==> src/rtl/prefix_seq_pkg.sv <==
// Shared types and helpers for the chunked prefix-add sequencer.
// Optional approximate-error tracking is enabled with PREFIX_SEQ_APPROX_ERR_EN.
package prefix_seq_pkg;

  localparam int CHUNK_W = 8;

  typedef enum logic [1:0] {
    IDLE = 2'd0,
    RUN  = 2'd1,
    DONE = 2'd2
  } state_t;

  // Carry out of a (propagate, generate) group given its carry in.
  function automatic logic chunk_cout(input logic p, input logic g, input logic cin);
    return g | (p & cin);
  endfunction

endpackage

==> src/rtl/prefix_add_sequencer_slice.sv <==
// 8-bit exact Brent-Kung carry network: per-bit p/g plus carry in -> internal carries and carry out.
// With PREFIX_SEQ_APPROX_ERR_EN the full-chunk group generate/propagate is also exported.
module prefix_chunk_slice
  import prefix_seq_pkg::*;
(
  input  logic [CHUNK_W-1:0] p,
  input  logic [CHUNK_W-1:0] g,
  input  logic               cin,
  output logic [CHUNK_W-1:1] c,
  output logic               cout
`ifdef PREFIX_SEQ_APPROX_ERR_EN
  ,
  output logic               g_grp,
  output logic               p_grp
`endif
);

  // Up-sweep: pairs, then quads.
  logic g10, p10, g32, p32, g54, p54;
  logic g30, p30;
  assign g10 = g[1] | (p[1] & g[0]);
  assign p10 = p[1] & p[0];
  assign g32 = g[3] | (p[3] & g[2]);
  assign p32 = p[3] & p[2];
  assign g54 = g[5] | (p[5] & g[4]);
  assign p54 = p[5] & p[4];
  assign g30 = g32 | (p32 & g10);
  assign p30 = p32 & p10;

  // Down-sweep fills in the remaining prefixes [i:0].
  logic g20, p20, g40, p40, g50, p50, g60, p60;
  assign g20 = g[2] | (p[2] & g10);
  assign p20 = p[2] & p10;
  assign g40 = g[4] | (p[4] & g30);
  assign p40 = p[4] & p30;
  assign g50 = g54 | (p54 & g30);
  assign p50 = p54 & p30;
  assign g60 = g[6] | (p[6] & g50);
  assign p60 = p[6] & p50;

  logic [CHUNK_W-2:0] gp, pp;
  assign gp = {g60, g50, g40, g30, g20, g10, g[0]};
  assign pp = {p60, p50, p40, p30, p20, p10, p[0]};

  genvar gi;
  generate
    for (gi = 1; gi < CHUNK_W; gi++) begin : g_carry
      assign c[gi] = chunk_cout(pp[gi-1], gp[gi-1], cin);
    end
  endgenerate

  assign cout = chunk_cout(p[CHUNK_W-1], g[CHUNK_W-1], c[CHUNK_W-1]);

`ifdef PREFIX_SEQ_APPROX_ERR_EN
  logic g76, p76, g74, p74;
  assign g76   = g[7] | (p[7] & g[6]);
  assign p76   = p[7] & p[6];
  assign g74   = g76 | (p76 & g54);
  assign p74   = p76 & p54;
  assign g_grp = g74 | (p74 & g30);
  assign p_grp = p74 & p30;
`endif

endmodule

==> src/rtl/prefix_add_sequencer.sv <==
// Multi-cycle wide adder: one 8-bit prefix slice reused LSB chunk first, with optional carry cutting.
// Define PREFIX_SEQ_APPROX_ERR_EN to add out_approx_err and the shadow exact carry.
module prefix_add_sequencer
  import prefix_seq_pkg::*;
#(
  parameter int WIDTH         = 32,
  parameter int APPROX_CHUNKS = 1
) (
  input  logic             clk,
  input  logic             rst_n,
  input  logic             in_valid,
  output logic             in_ready,
  input  logic [WIDTH-1:0] in_a,
  input  logic [WIDTH-1:0] in_b,
  input  logic             in_cin,
  input  logic             in_approx,
  output logic             out_valid,
  input  logic             out_ready,
  output logic [WIDTH-1:0] out_sum,
  output logic             out_cout,
  output logic             busy
`ifdef PREFIX_SEQ_APPROX_ERR_EN
  ,
  output logic             out_approx_err
`endif
);

  localparam int NCH   = WIDTH / CHUNK_W;
  localparam int IDX_W = (NCH > 1) ? $clog2(NCH) : 1;

  localparam logic [IDX_W-1:0] LAST_IDX    = IDX_W'(NCH - 1);
  localparam logic [IDX_W-1:0] APPROX_LAST = IDX_W'(APPROX_CHUNKS);

  localparam logic [1:0] S_IDLE = IDLE;
  localparam logic [1:0] S_RUN  = RUN;
  localparam logic [1:0] S_DONE = DONE;

  logic [1:0]       state_reg;
  logic [IDX_W-1:0] idx_reg;
  logic [WIDTH-1:0] a_reg, b_reg, sum_reg;
  logic             approx_reg, carry_reg, cout_reg;

  logic [CHUNK_W-1:0] a_chunk, b_chunk, p_chunk, g_chunk, sum_chunk;
  logic [CHUNK_W-1:1] c_w;
  logic [CHUNK_W-1:0] c_all;
  logic               cut_w, ci_w, chunk_cout_w;

  assign a_chunk = a_reg[idx_reg*CHUNK_W +: CHUNK_W];
  assign b_chunk = b_reg[idx_reg*CHUNK_W +: CHUNK_W];
  assign p_chunk = a_chunk ^ b_chunk;
  assign g_chunk = a_chunk & b_chunk;

  // Chunk 0 always sees the real carry in; only chunks 1..APPROX_CHUNKS can be cut.
  assign cut_w = approx_reg && (idx_reg != '0) && (idx_reg <= APPROX_LAST);
  assign ci_w  = cut_w ? 1'b0 : carry_reg;

`ifdef PREFIX_SEQ_APPROX_ERR_EN
  logic g_grp_w, p_grp_w;
  logic exact_c_reg, err_reg;
`endif

  prefix_chunk_slice u_slice (
    .p     (p_chunk),
    .g     (g_chunk),
    .cin   (ci_w),
    .c     (c_w),
    .cout  (chunk_cout_w)
`ifdef PREFIX_SEQ_APPROX_ERR_EN
    ,
    .g_grp (g_grp_w),
    .p_grp (p_grp_w)
`endif
  );

  assign c_all = {c_w, ci_w};

  genvar gi;
  generate
    for (gi = 0; gi < CHUNK_W; gi++) begin : g_sum
      assign sum_chunk[gi] = p_chunk[gi] ^ c_all[gi];
    end
  endgenerate

  always_ff @(posedge clk or negedge rst_n) begin
    if (!rst_n) begin
      state_reg   <= S_IDLE;
      idx_reg     <= '0;
      a_reg       <= '0;
      b_reg       <= '0;
      sum_reg     <= '0;
      approx_reg  <= 1'b0;
      carry_reg   <= 1'b0;
      cout_reg    <= 1'b0;
`ifdef PREFIX_SEQ_APPROX_ERR_EN
      exact_c_reg <= 1'b0;
      err_reg     <= 1'b0;
`endif
    end else begin
      case (state_reg)
        S_IDLE: begin
          if (in_valid) begin
            a_reg       <= in_a;
            b_reg       <= in_b;
            approx_reg  <= in_approx;
            carry_reg   <= in_cin;
            idx_reg     <= '0;
            state_reg   <= S_RUN;
`ifdef PREFIX_SEQ_APPROX_ERR_EN
            exact_c_reg <= in_cin;
            err_reg     <= 1'b0;
`endif
          end
        end
        S_RUN: begin
          sum_reg[idx_reg*CHUNK_W +: CHUNK_W] <= sum_chunk;
          carry_reg <= chunk_cout_w;
          idx_reg   <= idx_reg + 1'b1;
`ifdef PREFIX_SEQ_APPROX_ERR_EN
          // The shadow carry never sees the cut, so it tracks the exact sum's carry chain.
          exact_c_reg <= chunk_cout(p_grp_w, g_grp_w, exact_c_reg);
          if (cut_w && exact_c_reg) begin
            err_reg <= 1'b1;
          end
`endif
          if (idx_reg == LAST_IDX) begin
            cout_reg  <= chunk_cout_w;
            idx_reg   <= '0;
            state_reg <= S_DONE;
          end
        end
        S_DONE: begin
          if (out_ready) begin
            state_reg <= S_IDLE;
          end
        end
        default: state_reg <= S_IDLE;
      endcase
    end
  end

  assign in_ready  = (state_reg == S_IDLE);
  assign out_valid = (state_reg == S_DONE);
  assign busy      = (state_reg != S_IDLE);
  assign out_sum   = sum_reg;
  assign out_cout  = cout_reg;
`ifdef PREFIX_SEQ_APPROX_ERR_EN
  assign out_approx_err = err_reg;
`endif

endmodule

==> config.mk <==
export PLATFORM = sky130hd
export DESIGN_NAME = prefix_add_sequencer
export DESIGN_NICKNAME = d
export VERILOG_FILES = /design/src/rtl/prefix_seq_pkg.sv /design/src/rtl/prefix_add_sequencer_slice.sv /design/src/rtl/prefix_add_sequencer.sv
export SDC_FILE = /design/constraint.sdc
export NUM_CORES = 1
export LEC_CHECK = 0
export ABC_CLOCK_PERIOD_IN_PS = 3500
export CAP_MARGIN = 40
export CORE_MARGIN = 5
export CORE_UTILIZATION = 35
export CTS_CLUSTER_DIAMETER = 200
export CTS_CLUSTER_SIZE = 16
export DETAILED_ROUTE_END_ITERATION = 10
export DONT_BUFFER_PORTS = 1
export PLACE_DENSITY = 0.52
export SLEW_MARGIN = 10
export SYNTH_ARGS = -nofsm -noshare
export SYNTH_HDL_FRONTEND = slang
export SYNTH_HIERARCHICAL = 1
export SYNTH_SLANG_ARGS = --single-unit
==> constraint.sdc <==
create_clock -name clk -period 3.5 [get_ports clk]
set_clock_uncertainty 0.2 [all_clocks]
set_input_delay 0.525 -clock clk [delete_from_list [all_inputs] [get_ports clk]]
set_output_delay 0.525 -clock clk [all_outputs]
set_load 0.01 [all_outputs]
After elaboration in Yosys (flattened, before gate mapping) --
Cells that the tools add are included.
Word-level totals: flip-flop bits (word level) 103, output and inout port bits 36, input bits 70, logic and storage cells 92
Operators by class: shifts and indexed selects 4, $add $sub $neg 2, eq/ne operators 6, order comparisons 1, mux-type cells 11, reduce and logical (&&, ||, !) cells 10, bitwise logic cells 50
Operators by type and width (count):
- 32-bit by 6-bit variable part select with 8-bit output | 2
- 5-bit negator with 34-bit output | 1
- 8-bit by 34-bit variable shift with 32-bit output, first input constant | 1
- 8-bit by 34-bit variable part select with 32-bit output | 1
- 32-bit bitwise mux | 1
- 1-bit AND | 24
- 1-bit bitwise OR | 16
- 2-bit 2-to-1 mux | 5
- 8-bit AND | 1
- 1-bit bitwise XOR | 8
- 8-bit bitwise XOR | 1
- 2-bit one-hot mux with 3 select lines | 1
- 2-bit AND reduction | 3
- 2-bit nonzero test | 3
- 2-bit equality test, second input constant | 2
- 2-bit != test, second input constant | 2
- 2-bit one-hot mux with 2 select lines | 1
- 3-bit AND reduction | 1
- 2-bit by 1-bit adder with 2-bit output, second input constant | 1
- 2-bit by 1-bit equality test with 1-bit output, second input constant | 1
- 2-bit by 1-bit less-or-equal comparator with 1-bit output, second input constant | 1
- 1-bit logical AND | 2
- 2-bit logical NOT | 1
- 1-bit 2-to-1 mux | 2
- other kinds (2) | 2

Longest topological paths before layout --
Gate-level depths: netlist of run 1.
depth after elaboration 14, gate-level depth with buffers 12, mapped depth without buffers 10

By module --
The synthesis of run 1 kept the hierarchy.
By module, submodules not included:
- prefix_add_sequencer | cells an instance 310, area an instance 4949.7 um^2, seq. area each 2577.5 um^2, times used 1
- prefix_chunk_slice | cells an instance 16, area an instance 112.6 um^2, seq. area each 0.0 um^2, times used 1

Worst setup path before layout of run 1 --
No wires, ideal clock.
path kind register -> register, from register idx_reg[0], to register sum_reg[29] (netlist: out_sum[29]), library setup time 122 ps, required time 3178 ps, setup slack 342 ps, period minus slack after synthesis 3158 ps, path buffers 2, stages on the path, launching flop included 13, data arrival time 2837 ps, cells stage by stage dfrtp_1 -> buf_4 -> buf_4 -> inv_1 -> ha_1 -> nand2b_1 -> o21a_1 -> a211oi_2 -> o21bai_1 -> a21o_1 -> a21o_1 -> xor2_1 -> a32o_1
On the way: elaborated cells between the ends (all ways) 59, those cells by class add/sub: 1; order compare: 1; shift: 4; mux: 2; bitwise: 48; reduce/logical: 3
RTL lines:
- start: declaration | RTL line prefix_add_sequencer.sv:39 | logic [IDX_W-1:0] idx_reg;
- start signal: assignment | RTL line prefix_add_sequencer.sv:117 | idx_reg <= idx_reg + 1'b1;
- branches (longest 2 deep; another with 2-bit by 1-bit less-or-equal comparator with 1-bit output)
- 1-bit logical AND * | RTL line prefix_add_sequencer.sv:54 | assign cut_w = approx_reg && (idx_reg != '0) && (idx_reg <= APPROX_LAST);
- 1-bit 2-to-1 mux * | RTL line prefix_add_sequencer.sv:55 | assign ci_w = cut_w ? 1'b0 : carry_reg;
- net ci_w | RTL line prefix_add_sequencer.sv:46 | logic cut_w, ci_w, chunk_cout_w;
- 1-bit AND * | RTL line prefix_seq_pkg.sv:15 | return g | (p & cin);
- 1-bit bitwise OR * | RTL line prefix_seq_pkg.sv:15
- net c_w, one bit | RTL line prefix_add_sequencer.sv:44 | logic [CHUNK_W-1:1] c_w;
- 1-bit bitwise XOR * | RTL line prefix_add_sequencer.sv:80 | assign sum_chunk[gi] = p_chunk[gi] ^ c_all[gi];
- 8-bit by 34-bit variable part select with 32-bit output * | RTL line prefix_add_sequencer.sv:115 | sum_reg[idx_reg*CHUNK_W +: CHUNK_W] <= sum_chunk;
- 32-bit bitwise mux * | RTL line prefix_add_sequencer.sv:115
- end signal: indexed assignment | RTL line prefix_add_sequencer.sv:115
- end: declaration | RTL line prefix_add_sequencer.sv:40 | logic [WIDTH-1:0] a_reg, b_reg, sum_reg;
Mark *: on every way through the listed nets, which the timed path passes. A chain may end at the register's enable or synchronous reset.

Worst setup path in the final report of run 1 --
from register idx_reg[0], to register sum_reg[31] (netlist: out_sum[31])
The elaborated chain is that of the path after synthesis.

==> results.yml, run 1 <==
outcome:
  outcome: "complete, no violations"
timing:
  drv_slew: 0
  min_period_ns: 3.17
  holdWs_ns: 0.111
  max_freq_mhz: 315
  finalSetupViolations: 0
  finalCritPeriodShare_pct: 90.7
  final_hold_viol_count: 0
  slew_headroom_pct: 56.0
  rsz0062_at_grt: "no"
  tns_ns: 0
  tightest_slew_ns: 0.659
drt:
  routed_via_density: 5.32
  routedWlPerCell_um: 22.3
  vias: 2757
  postRouteAntennaNets: 0
  firstDrtPassIters: 4
  drc: 0
  dr.first_iter.drc_count: 142
  routed_wl_um: 11500
finish:
  final_cells: 518
  fill_cells: 1360
  drive_gt1_share_pct: 34.4
  fin_nets: 414
  area_growth_pct: 10.1
  num_antenna_cells: 0
  multi_input_area_mm2: 0.00228
  seq_area_mm2: 0.00258
die:
  core_area_mm2: 0.0144
  fp.dieArea_mm2: 0.0170
  ios: 106
  die_y_um: 130
  die_w_um: 130
  start_util_pct: 35.2
  row_count: 44
synthesis:
  synth_async_sr_flop_share_pct: 100
  syn_inst: 326
  synth.cell_area_mm2: 0.00506
  syn_nets: 411
  synth_edf_count: 0
  ys_types: 44
  ys.flop_type: "dfrtp_1"
  ys_seq_elements: 103
  ys_seq_area_share_pct: 50.9
  syn_avg_cell_area_um2: 15.5
  yosysWarnings: 6
min_path:
  min_path_type: "in -> reg"
grt:
  grt_pass1_vias: 3054
  grt_max_degree: 104
  grt.total_usage_pct: 14.3
  grt_pass1_wl_um: 18100
  overflow: 0
  antenna_found_initial: 1
clocking:
  cts_made_buffers: 9
  cts_root_buffer: "clkbuf_16"
  cts_tree: "built"
  clock_latency_ns: 0.35
  clock_path_buffers: 2
  htreeDepth: 3
  ctsResizeCount: 0
  clock-sinks: 103
  clk_pin_slew_ns: 0.07
  cts_setup_buffers: 0
pwr:
  vdd_ir_drop_max_uv: 566
  p_per_area_mw_per_mm2: 1230
  power_w: 0.00685
  power.leakage_nw: 2.50
worst_setup_path:
  slowest_stage: "dfrtp_1"
  cp.arrival_ns: 3.27
  path_delay_family: "compound AO/OA/AOI/OAI gates"
  crit_fanout: 16
  path_cells: "buf_4 > inv_1 > ha_1 > nand2b_1 > o21a_1 > a211oi_2 > nor2_1 > a41o_1 > a21o_1 > xor2_1 > a32o_1"
  path_class: "reg -> reg"
  crit_buf_inv: 2
  cp-start-kind: "flip-flop"
  cp.required_ns: 3.59
  worstSetupEndpointType: "flip-flop"
  cpPeakStageDelay_ns: 0.34
placed_design:
  dpl.cell_count: 500
  hpwl_um: 8430
  gp_congestion: 0.820
  io_buffers: 0
run:
  drv_cap: 0
## worst reg2reg max path, cell delays in order (launching register included)
cell and delay (ns):
dfrtp_1 0.34, buf_4 0.27, inv_1 0.13, ha_1 0.28
nand2b_1 0.24, o21a_1 0.30, a211oi_2 0.24, nor2_1 0.08
a41o_1 0.29, a21o_1 0.20, xor2_1 0.33, a32o_1 0.22
## Yosys cell counts (3+ instances only)
library cell / n / area (µm²)
a22o_1: 23 / 201
nand4_1: 3 / 18.8
ha_1: 15 / 188
a32o_1: 7 / 70.1
a21oi_1: 3 / 15.0
nor2b_1: 6 / 37.5
o2111ai_1: 4 / 35.0
mux2_2: 16 / 180
buf_4: 3 / 22.5
buf_2: 7 / 35.0
nand3b_1: 4 / 30.0
mux2_4: 50 / 751
a21o_1: 5 / 37.5
mux4_2: 16 / 360
o211ai_1: 4 / 30.0
xor2_1: 7 / 61.3
nand2_1: 8 / 30.0
inv_1: 3 / 11.3
dfrtp_1: 103 / 2580
buf_12: 6 / 120
## cells by family (layout without fill, tap and decap cells)
kind of cell	after synthesis	after routing	synth area share (%)
buf+inv	23	31	4.03
flops	103	103	50.9
fa+ha+maj	15	15	3.71
xor+xnor	7	7	1.21
compound gates	56	56	9.22
simple gates	39	39	5.22
mux	83	83	25.7
## layout by cell type, fill, tap and decap left out, drive strengths merged, types with 2 or more instances in the layout
master / instances
o21ai: 3
a21o: 6
mux4: 16
nor2b: 6
nand2b: 2
o211ai: 4
nor3b: 3
mux2: 66
a21oi: 3
bufinv: 3
nand3b: 4
dfrtp: 103
a32o: 7
clkbuf: 10
inv: 6
and3b: 2
ha: 15
o2111ai: 4
nand2: 8
o21bai: 2
nor2: 2
and3: 2
nand4: 3
xor2: 7
buf: 10
a22o: 23
nor4bb: 2
## final timing paths
| path | startpoint | to | slack, ns | cells after the start |
|---|---|---|---|---|
| max in group asynchronous | rst_n | out_sum[12] | 2.11 | 2 |
| min in group asynchronous | rst_n | a_reg[24] | 0.56 | 2 |
| max reg2reg | idx_reg[0] | out_sum[31] | 0.33 | 11 |
| min reg2reg | b_reg[12] | b_reg[12] | 0.30 | 1 |
| max | idx_reg[0] | out_sum[31] | 0.33 | 11 |
| min | in_b[2] | b_reg[2] | 0.11 | 1 |
## layer usage
layer  track usage, %  wire length, µm  share of wire [%]
met5                0               13               0.11
met4             4.03              140                1.2
met3             7.00             1040                9.0
met2             21.7             5230                 45
met1             18.3             5100                 44
## repair_timing
action                                  4_1_cts  5_1_grt
endpoints found under the setup margin        0        0
hold buffers                                  2        0
endpoints found under the hold margin       103        0
## power breakdown
group / total (W) / internal [W] / leakage, nW / switching, W
Combinational: 0.00352 / 0.00168 / 1.04 / 0.00184
Sequential: 0.00216 / 0.00174 / 1.28 / 0.000422
Clock: 0.00117 / 0.000722 / 0.173 / 0.000448
## area by class of cell
class	count	area share (%)
timing repair buffer	11	2.11
inverter	4	0.269
clock inverter	6	2.02
sequential	103	46.3
clock buffer	10	4.29
multi-input combinational	200	40.9
tap	184	4.13
## per-stage QoR
step	util, %	setup WS [ns]	area, µm²
global route	38.8	0.0446	5570
CTS	38.8	0.318	5570
floorplan	-	0.342	5060
global placement	36.1	0.399	5180
detailed placement	36.1	0.352	5180
finish	38.8	0.327	5570
(Power assumes the default switching activity.)
==> run 2, diff against run 1 <==
--- a/config.mk
+++ b/config.mk
@@ -14,7 +14,6 @@
 export DETAILED_ROUTE_END_ITERATION = 10
 export DONT_BUFFER_PORTS = 1
 export PLACE_DENSITY = 0.52
-export SLEW_MARGIN = 10
 export SYNTH_ARGS = -nofsm -noshare
 export SYNTH_HDL_FRONTEND = slang
 export SYNTH_HIERARCHICAL = 1
==> results of run 2 <==
Final layout, timing and power as in run 1 (identical DEF).
==> run 3, diff against run 2 <==
--- a/config.mk
+++ b/config.mk
@@ -5,6 +5,7 @@
 export SDC_FILE = /design/constraint.sdc
 export NUM_CORES = 1
 export LEC_CHECK = 0
+export ABC_AREA = 1
 export ABC_CLOCK_PERIOD_IN_PS = 3500
 export CAP_MARGIN = 40
 export CORE_MARGIN = 5
==> run 3 against run 2 <==
  * Sequential share of layout area increased by 2.2 points
  * Sequential power about the same
  * Total power decreased by 10%
  * Combinational power decreased by 14%
  * Design area decreased by 4.5%
  * Critical endpoint is now out_sum[13]
  * Highest routed layer is now met4
==> results.yml, run 3 <==
timing:
  tns_ns: 0
  max_freq_mhz: 330
  final_hold_viol_count: 0
  rsz0062_at_grt: "no"
  min_period_ns: 3.03
  tightest_slew_ns: 0.633
  finalCritPeriodShare_pct: 86.5
  finalSetupViolations: 0
  drv_slew: 0
  slew_headroom_pct: 57.8
worst_setup_path:
  cp.arrival_ns: 3.06
  crit_start: "idx_reg[1]"
  r2r.worst_path.cells: 13
  r2r_slack_ns: 0.47
  setup.worst_path.end: "out_sum[13]"
  cp-start-kind: "flip-flop"
  worstSetupEndpointType: "flip-flop"
  cp.required_ns: 3.53
  path_class: "reg -> reg"
  r2r_start: "idx_reg[1]"
  crit_fanout: 20
  r2r_end: "out_sum[13]"
synthesis:
  ys_seq_area_share_pct: 53.1
  yosysWarnings: 6
  syn_inst: 597
  synth.top_cells.by_count: "nand2_1, dfrtp_1, o21ai_0"
  ys.flop_type: "dfrtp_1"
  synth.area.mux_share_pct: 0
  synth_edf_count: 0
  yosys.cell_count.top_type: "nand2_1"
  syn_nets: 682
  synthDominantCellAreaShare_pct: 53.1
  ys_types: 28
  synth_compound_area_share_pct: 9.88
  syn_avg_cell_area_um2: 8.13
  ys_seq_elements: 103
  synth_top_area_cell: "dfrtp_1"
  synth_top_family_by_area: "simple AND/OR/NAND/NOR gates"
  synthAdderAreaFrac_pct: 3.87
  synth_area_leaders: "dfrtp_1, nand2_1, o21ai_0, ha_1, nor2_1"
  synth_xor_area_share_pct: 1.26
  synth-simple-area-share_pct: 27.2
  synth_async_sr_flop_share_pct: 100
  synth.cell_area_mm2: 0.00485
clocking:
  clk_pin_slew_ns: 0.07
  cts_tree: "built"
  clock_latency_ns: 0.35
  clock-sinks: 103
  clock_path_buffers: 2
  cts_made_buffers: 9
  htreeDepth: 3
  cts_root_buffer: "clkbuf_16"
grt:
  overflow: 0
  grt_max_degree: 104
  grt_pass1_vias: 3854
  antenna_found_initial: 0
  grt_pass1_wl_um: 20300
  grt.total_usage_pct: 16.0
finish:
  drive_gt1_share_pct: 6.73
  num_antenna_cells: 0
  multi_input_area_mm2: 0.00205
  seq_area_mm2: 0.00258
  area_growth_pct: 9.67
  fill_cells: 1468
  final_cell_mix: "nand2_1, dfrtp_1, o21ai_0"
  post-route-util_pct: 38.8
  fin_nets: 674
  final_common_cell: "nand2_1"
die:
  row_count: 43
  start_util_pct: 35.4
  die_y_um: 128
  fp.dieArea_mm2: 0.0163
  core_area_mm2: 0.0137
  die_w_um: 128
  ios: 106
drt:
  highest_layer: "met4"
  dr.first_iter.drc_count: 240
  routed_wl_um: 12700
  dr_wl_met3_um: 847
  drc: 0
  vias: 3780
  postRouteAntennaNets: 0
  dr_wl_met2_um: 5970
  routed_via_density: 4.88
  routedWlPerCell_um: 16.4
  met1_length_um: 5770
  firstDrtPassIters: 4
pwr:
  p_switching_w: 0.00287
  clkPwrFrac_pct: 16.3
  p_int_w: 0.00330
  pwr-share-seq_pct: 34.6
  swShare_pct: 46.5
  p_per_area_mw_per_mm2: 1160
  vdd_ir_drop_max_uv: 390
  power.leakage_nw: 2.72
  power_frac_comb_pct: 49.1
placed_design:
  hpwl_um: 9490
  gp_congestion: 0.842
  io_buffers: 0
min_path:
  min_path_type: "in -> reg"
outcome:
  outcome: "complete, no violations"
run:
  drv_cap: 0
[run 3: how the worst min path moves through the flow]
stage,slack [ns],start,depth (start not counted),end
final,0.06,out_ready,1,state_reg[1]
after global routing,0.05,out_ready,1,state_reg[1]
after CTS,0.05,out_ready,1,state_reg[1]
after detailed placement,0.04,rst_n,0,state_reg[1]
after global placement,0.04,rst_n,0,state_reg[1]
after floorplan,0.03,rst_n,0,a_reg[0]
[run 3: per-layer routing]
metal  vias up  global-route usage (%)
li1       1876                       -
met1      1791                    21.3
met2       101                    24.7
met3        12                    5.13
met4         0                    5.12
met5         -                       0
[run 3: what timing repair did]
| action | in CTS | in global routing |
|---|---|---|
| hold endpoints to repair | 103 | 0 |
| buffers inserted | 0 | 0 |
| gates resized for setup | 0 | 0 |
| hold buffers | 2 | 0 |
[run 3: power by group through the flow]
stage / registers, W / clock network [W] / logic, W
global placement: 0.00216 / 0 / 0.00298
global route: 0.00219 / 0.00108 / 0.00348
floorplan: 0.00199 / 0 / 0.00235
finish: 0.00213 / 0.00101 / 0.00303
detailed placement: 0.00216 / 0 / 0.00303
CTS: 0.00214 / 0.00103 / 0.00307
[run 3: through the flow]
| stage | std cells | setup slack [ns] | power [W] | area (µm²) | hold slack [ns] |
|---|---|---|---|---|---|
| floorplan | 597 | 0.840 | 0.00434 | 4850 | 0.0294 |
| global placement | 756 | 0.598 | 0.00514 | 4980 | 0.0361 |
| detailed placement | 756 | 0.527 | 0.00519 | 4980 | 0.0373 |
| CTS | 774 | 0.510 | 0.00624 | 5320 | 0.0486 |
| global route | 774 | 0.205 | 0.00675 | 5320 | 0.0541 |
| finish | 774 | 0.473 | 0.00617 | 5320 | 0.0648 |
[run 3: cells by family (layout without fill, tap and decap cells)]
family,after synthesis,after routing
buffers and inverters,51,48
adders and majority gates,15,15
xor gates and xnor gates,7,7
DFF,103,103
AOI/OAI and AO/OA,88,88
and+or+nand+nor,333,333
[run 3: cell type report]
type | count | area share [%]
flip-flops and latches | 103 | 48.4
inverters | 24 | 1.72
well taps | 180 | 4.23
repair buffers | 8 | 1.55
multi-input cells | 443 | 38.5
clock buffers | 9 | 4.23
clock inverters | 7 | 1.36
[run 3: worst max-delay path: stages (launching register included)]
cell,delay [ns]
dfrtp_1,0.38
inv_1,0.39
o21ai_0,0.18
o22ai_1,0.15
ha_1,0.30
nand2_1,0.11
nand2_1,0.07
a21oi_2,0.16
o21ai_1,0.12
a21o_1,0.18
xnor2_1,0.34
nor2_1,0.12
nand2_1,0.12
o21ai_0,0.08
==> patch 1: new RTL, settings of run 1 <==
The parameter `WIDTH` goes from 32 to 64.
--- a/src/rtl/prefix_add_sequencer.sv
+++ b/src/rtl/prefix_add_sequencer.sv
@@ -3,7 +3,7 @@
 module prefix_add_sequencer
   import prefix_seq_pkg::*;
 #(
-  parameter int WIDTH         = 32,
+  parameter int WIDTH         = 64,
   parameter int APPROX_CHUNKS = 1
 ) (
   input  logic             clk,
Interface: changed (resized in_a, in_b and out_sum); port bits go from 106 to 202. No check against the original RTL was run, so the function may have changed too.
==> patch 1 against run 1 <==
- the flow now finishes with violations (hold timing)
- synthesized cell count is 92% higher
- fmax shrank 5.7%
- final area increased by 92%
- sequential cell count is 97 higher
- area after synthesis grew 81%
- core utilization is 2.5 points higher
- worst setup slack got worse by 0.19 ns
- total power rose by 100%
- largest power group unchanged
- routed wire length up 99%
- count of clock-buffer cells in the layout grew 8
==> patch 1: results (changes against run 1) <==
[clocking]
clockBufferDepth=2  ; unchanged
htree_num_levels=4  ; +1
clk_root_buffer_cell=clkbuf_16
numCtsBuffers=17  ; +8

[synthesis]
synth_commonest_cells=200 x dfrtp_1, 159 x mux2_2, 60 x nand2_1
yosys-top-cells-area=dfrtp_1 55%, mux2_2 20%, mux4_2 7.9%
synth_fp_nets=775  ; +89%
ys_seq_area_share_pct=54.8  ; +3.8 points

[sta]
hold_ws_ns=-0.428  ; -0.539 ns
finalHoldViolCount=200  ; +200
worstMarginPinSlew_ns=0.679  ; +0.0207 ns

[global_route]
grt_max_degree=201  ; +93%
track_usage_pct=15.6  ; +1.2 points
grt_pass1_vias=5847  ; +91%
grt_pass1_wl_um=34600  ; +91%
antenna_found_initial=18  ; +17

[final_layout]
layout-drive-gt1-share_pct=45.0  ; +11 points
final_nets=821  ; +98%
nFillCells=2416  ; +78%

[placement]
dp_hpwl_um=16600  ; +97%
post-place-ws_ns=-0.0707  ; -0.422 ns
finalWeightedCongestion=0.750  ; -8.5%

[run_status]
violations=hold timing
status=complete, but fails checks

[power_and_ir_drop]
pwr-share-comb_pct=55.4  ; +4.0 points
p_seq_share_pct=30.1  ; -1.5 points
ir_worst_vdd_uv=748  ; +32%
power_leakage_nw=4.70  ; +88%
p_int_mw=8.26  ; +100%

[worst_setup_path]
arrival_ns=3.48  ; +0.21 ns
path_max_fanout=6  ; -10
cp-start-kind=flop

[drt]
viasPerCell=5.13  ; -3.6%
first_iter_violations=245  ; +73%

[worst_hold_path]
hold_path_class=in2async

==> patch 1: cell types whose count changed in the layout (fill, tap and decap cells not counted), moves of 16 or more <==
cell / change
mux2_2: +143
nor2_1: +20
a22o_1: -21
mux2_4: -44
nand2_1: +49
buf_4: +28
mux2_1: +19
mux4_2: +16
dfrtp_1: +95
==> patch 1: logic make-up (layout without fill, tap and decap cells) <==
| logic type | count (synthesis) | count (layout) | synth area share (%) |
|---|---|---|---|
| xor+xnor | 14 | 14 | 1.34 |
| simple gates | 104 | 104 | 5.45 |
| buf+inv | 43 | 102 | 2.68 |
| fa+ha+maj | 15 | 15 | 2.05 |
| other cells | 0 | 11 | 0 |
| compound gates | 31 | 31 | 2.59 |
| mux | 219 | 219 | 31.1 |
| flops | 200 | 200 | 54.8 |
==> patch 1: final timing paths <==
path	end	slack, ns	cells after the start
min in group clk	approx_reg	0.02	2
min reg2reg	a_reg[35]	0.28	1
max in group asynchronous	b_reg[12]	3.08	0
min	out_sum[46]	-0.43	0
max reg2reg	out_sum[55]	0.13	14
max	out_sum[55]	0.13	14
==> patch 1: final cells by class <==
type	count	area share [%]
antenna	11	0.257
inverter	12	0.421
sequential	200	46.8
timing repair buffer	58	5.42
clock buffer	18	4.11
clock inverter	14	1.57
multi-input combinational	383	37.5
tap	335	3.92
==> patch 1: routing by layer <==
metal	up-vias	GRT usage [%]	wire (µm)
li1	2356	-	-
met1	2728	18.1	8880
met2	154	26.0	11700
met3	36	6.87	2070
met4	14	4.72	263
met5	-	0	90
==> patch 1: worst max-delay path, cell delays in order (launching register included) <==
cell     delay, ns
dfrtp_2       0.36
buf_4         0.17
buf_12        0.16
buf_12        0.10
mux4_2        0.50
nand2_1       0.08
nand2_1       0.14
ha_4          0.26
a21oi_1       0.13
o21ai_0       0.09
a41o_1        0.22
a21o_1        0.21
xnor2_4       0.29
nor2_2        0.06
mux2_2        0.26
==> patch 1: timing repair <==
item,in CTS,in global routing
hold buffers,10,1
pin swaps,0,11
resized for setup,1,18
buffers inserted,5,8
setup endpoints to repair,13,19
cloned,0,1
hold endpoints to repair,210,201
==> patch 1: through the flow <==
step / TNS [ns] / cells / cell area (µm²) / hold WS, ns / total power, mW
after floorplan: 0 / 626 / 9160 / 0.0294 / 8.47
after global placement: 0 / 963 / 9680 / 0.0348 / 11.1
after detailed placement: -0.333 / 963 / 9680 / 0.0352 / 11.3
after CTS: 0 / 1010 / 10500 / -0.451 / 13.5
after global routing: -0.127 / 1031 / 10700 / -0.461 / 14.7
final: 0 / 1031 / 10700 / -0.428 / 13.8
==> patch 2: new RTL, config.mk and constraints of run 1 <==
Made on the original files. Make the reset (`rst_n`) synchronous in one clocked block.
--- a/src/rtl/prefix_add_sequencer.sv
+++ b/src/rtl/prefix_add_sequencer.sv
@@ -81,7 +81,7 @@
     end
   endgenerate
 
-  always_ff @(posedge clk or negedge rst_n) begin
+  always_ff @(posedge clk) begin
     if (!rst_n) begin
       state_reg   <= S_IDLE;
       idx_reg     <= '0;
Check against the original RTL: differs if rst_n is asserted again (counterexample within 4 cycles, from zero or initial values and one cycle with rst_n low); with rst_n held inactive, the same outputs for 10 cycles.
==> patch 2 against run 1 <==
- final area decreased by 9.1%
- area after synthesis fell by 7.8%
- routed wire length increased by 0.49%
- via count grew 21%
- first-iteration DRC count grew 48%
- critical path depth down 1
- core utilization decreased by 0.23 points
- sequential cell count did not move
- worst setup slack worse by 0.011 ns
Power is not compared: it rests on default switching activity, and its combinational part moved more than twofold at a synthesized area within 25%.
==> patch 2: results (changes against run 1) <==
[drt]
viasPerCell=5.07  ; -4.7%
routed_wirelength_um=11600  ; +0.49%
routedWlPerCell_um=17.6  ; -21%
first_iter_violations=210  ; +48%

[worst_setup_path]
r2r_start=idx_reg[1]
path_max_fanout=9  ; -7
regToRegEndpoint=out_sum[23]

[synthesis]
async_flop_share_pct=0  ; -100 points
synth_commonest_cells=145 x nand2_1, 103 x dfxtp_1, 63 x a21boi_0
synth_fp_nets=580  ; +41%
yosys-top-cells-area=dfxtp_1 44%, nand2_1 12%, a21boi_0 10%
ys_seq_area_share_pct=44.2  ; -6.7 points

[run_status]
status=complete, no violations

[sta]
hold_ws_ns=0.107  ; -0.00453 ns
timing.slew.headroom_pct=51.4  ; -4.6 points
fin_crit_sh_pct=91.0  ; +0.32 points

[global_route]
track_usage_pct=14.8  ; +0.43 points
grt_pass1_vias=3354  ; +9.8%
antenna_found_initial=0  ; -1
grt_max_degree=108  ; +3.8%

[final_layout]
final_nets=566  ; +37%
nFillCells=1338  ; -1.6%

[placement]
post-place-ws_ns=0.324  ; -0.0279 ns
dp_hpwl_um=8490  ; +0.75%

[worst_hold_path]
min_to=state_reg[0]
worstHoldStart=rst_n

[power_and_ir_drop]
power_leakage_nw=1.86

[patch 2: cell types whose count changed after synthesis, sizes merged, moves of 12 or more]
cell	change
a21boi	+69
a22o	-23
a22oi	+29
clkbuf	+12
dfrtp	-103
dfxtp	+103
mux2	-66
nand2	+137
nor2b	+25
[patch 2: layer usage]
metal	GRT usage [%]	routed length, µm
met5	0	0
met4	5.61	241
met3	5.20	864
met2	21.5	4970
met1	20.1	5510
[patch 2: cells by family after synthesis]
| kind of cell | share of synthesized area (%) |
|---|---|
| DFF | 44.2 |
| muxes | 7.72 |
| AOI/OAI and AO/OA | 18.9 |
| xor gates and xnor gates | 1.50 |
| and+or+nand+nor | 19.4 |
| adders and majority gates | 4.02 |
| buffers and inverters | 4.29 |
[patch 2: how the worst max path moves through the flow]
stage | endpoint | from
floorplan | out_sum[23] | idx_reg[0]
global placement | out_sum[30] | idx_reg[1]
detailed placement | out_sum[23] | idx_reg[1]
CTS | out_sum[23] | idx_reg[1]
global route | out_sum[23] | idx_reg[0]
finish | out_sum[23] | idx_reg[1]
[patch 2: where the power goes]
| part | switching, mW | internal [mW] |
|---|---|---|
| Combinational | 0.171 | 0.114 |
| Clock | 0.404 | 0.582 |
| Sequential | 0.0338 | 1.23 |
[patch 2: area by class of cell]
cell class | count | area share, %
timing repair buffer | 8 | 1.43
sequential | 103 | 40.7
clock buffer | 12 | 5.06
multi-input combinational | 355 | 47.6
inverter | 4 | 0.296
clock inverter | 1 | 0.593
tap | 176 | 4.35
[patch 2: worst max-delay path: stages (launching register included)]
cell	delay, ns
dfxtp_1	0.50
buf_4	0.24
mux4_2	0.52
ha_1	0.33
o21ai_1	0.18
nor2_1	0.06
a41o_1	0.28
a21o_1	0.20
xor2_1	0.34
a22oi_1	0.15
nor2b_1	0.13
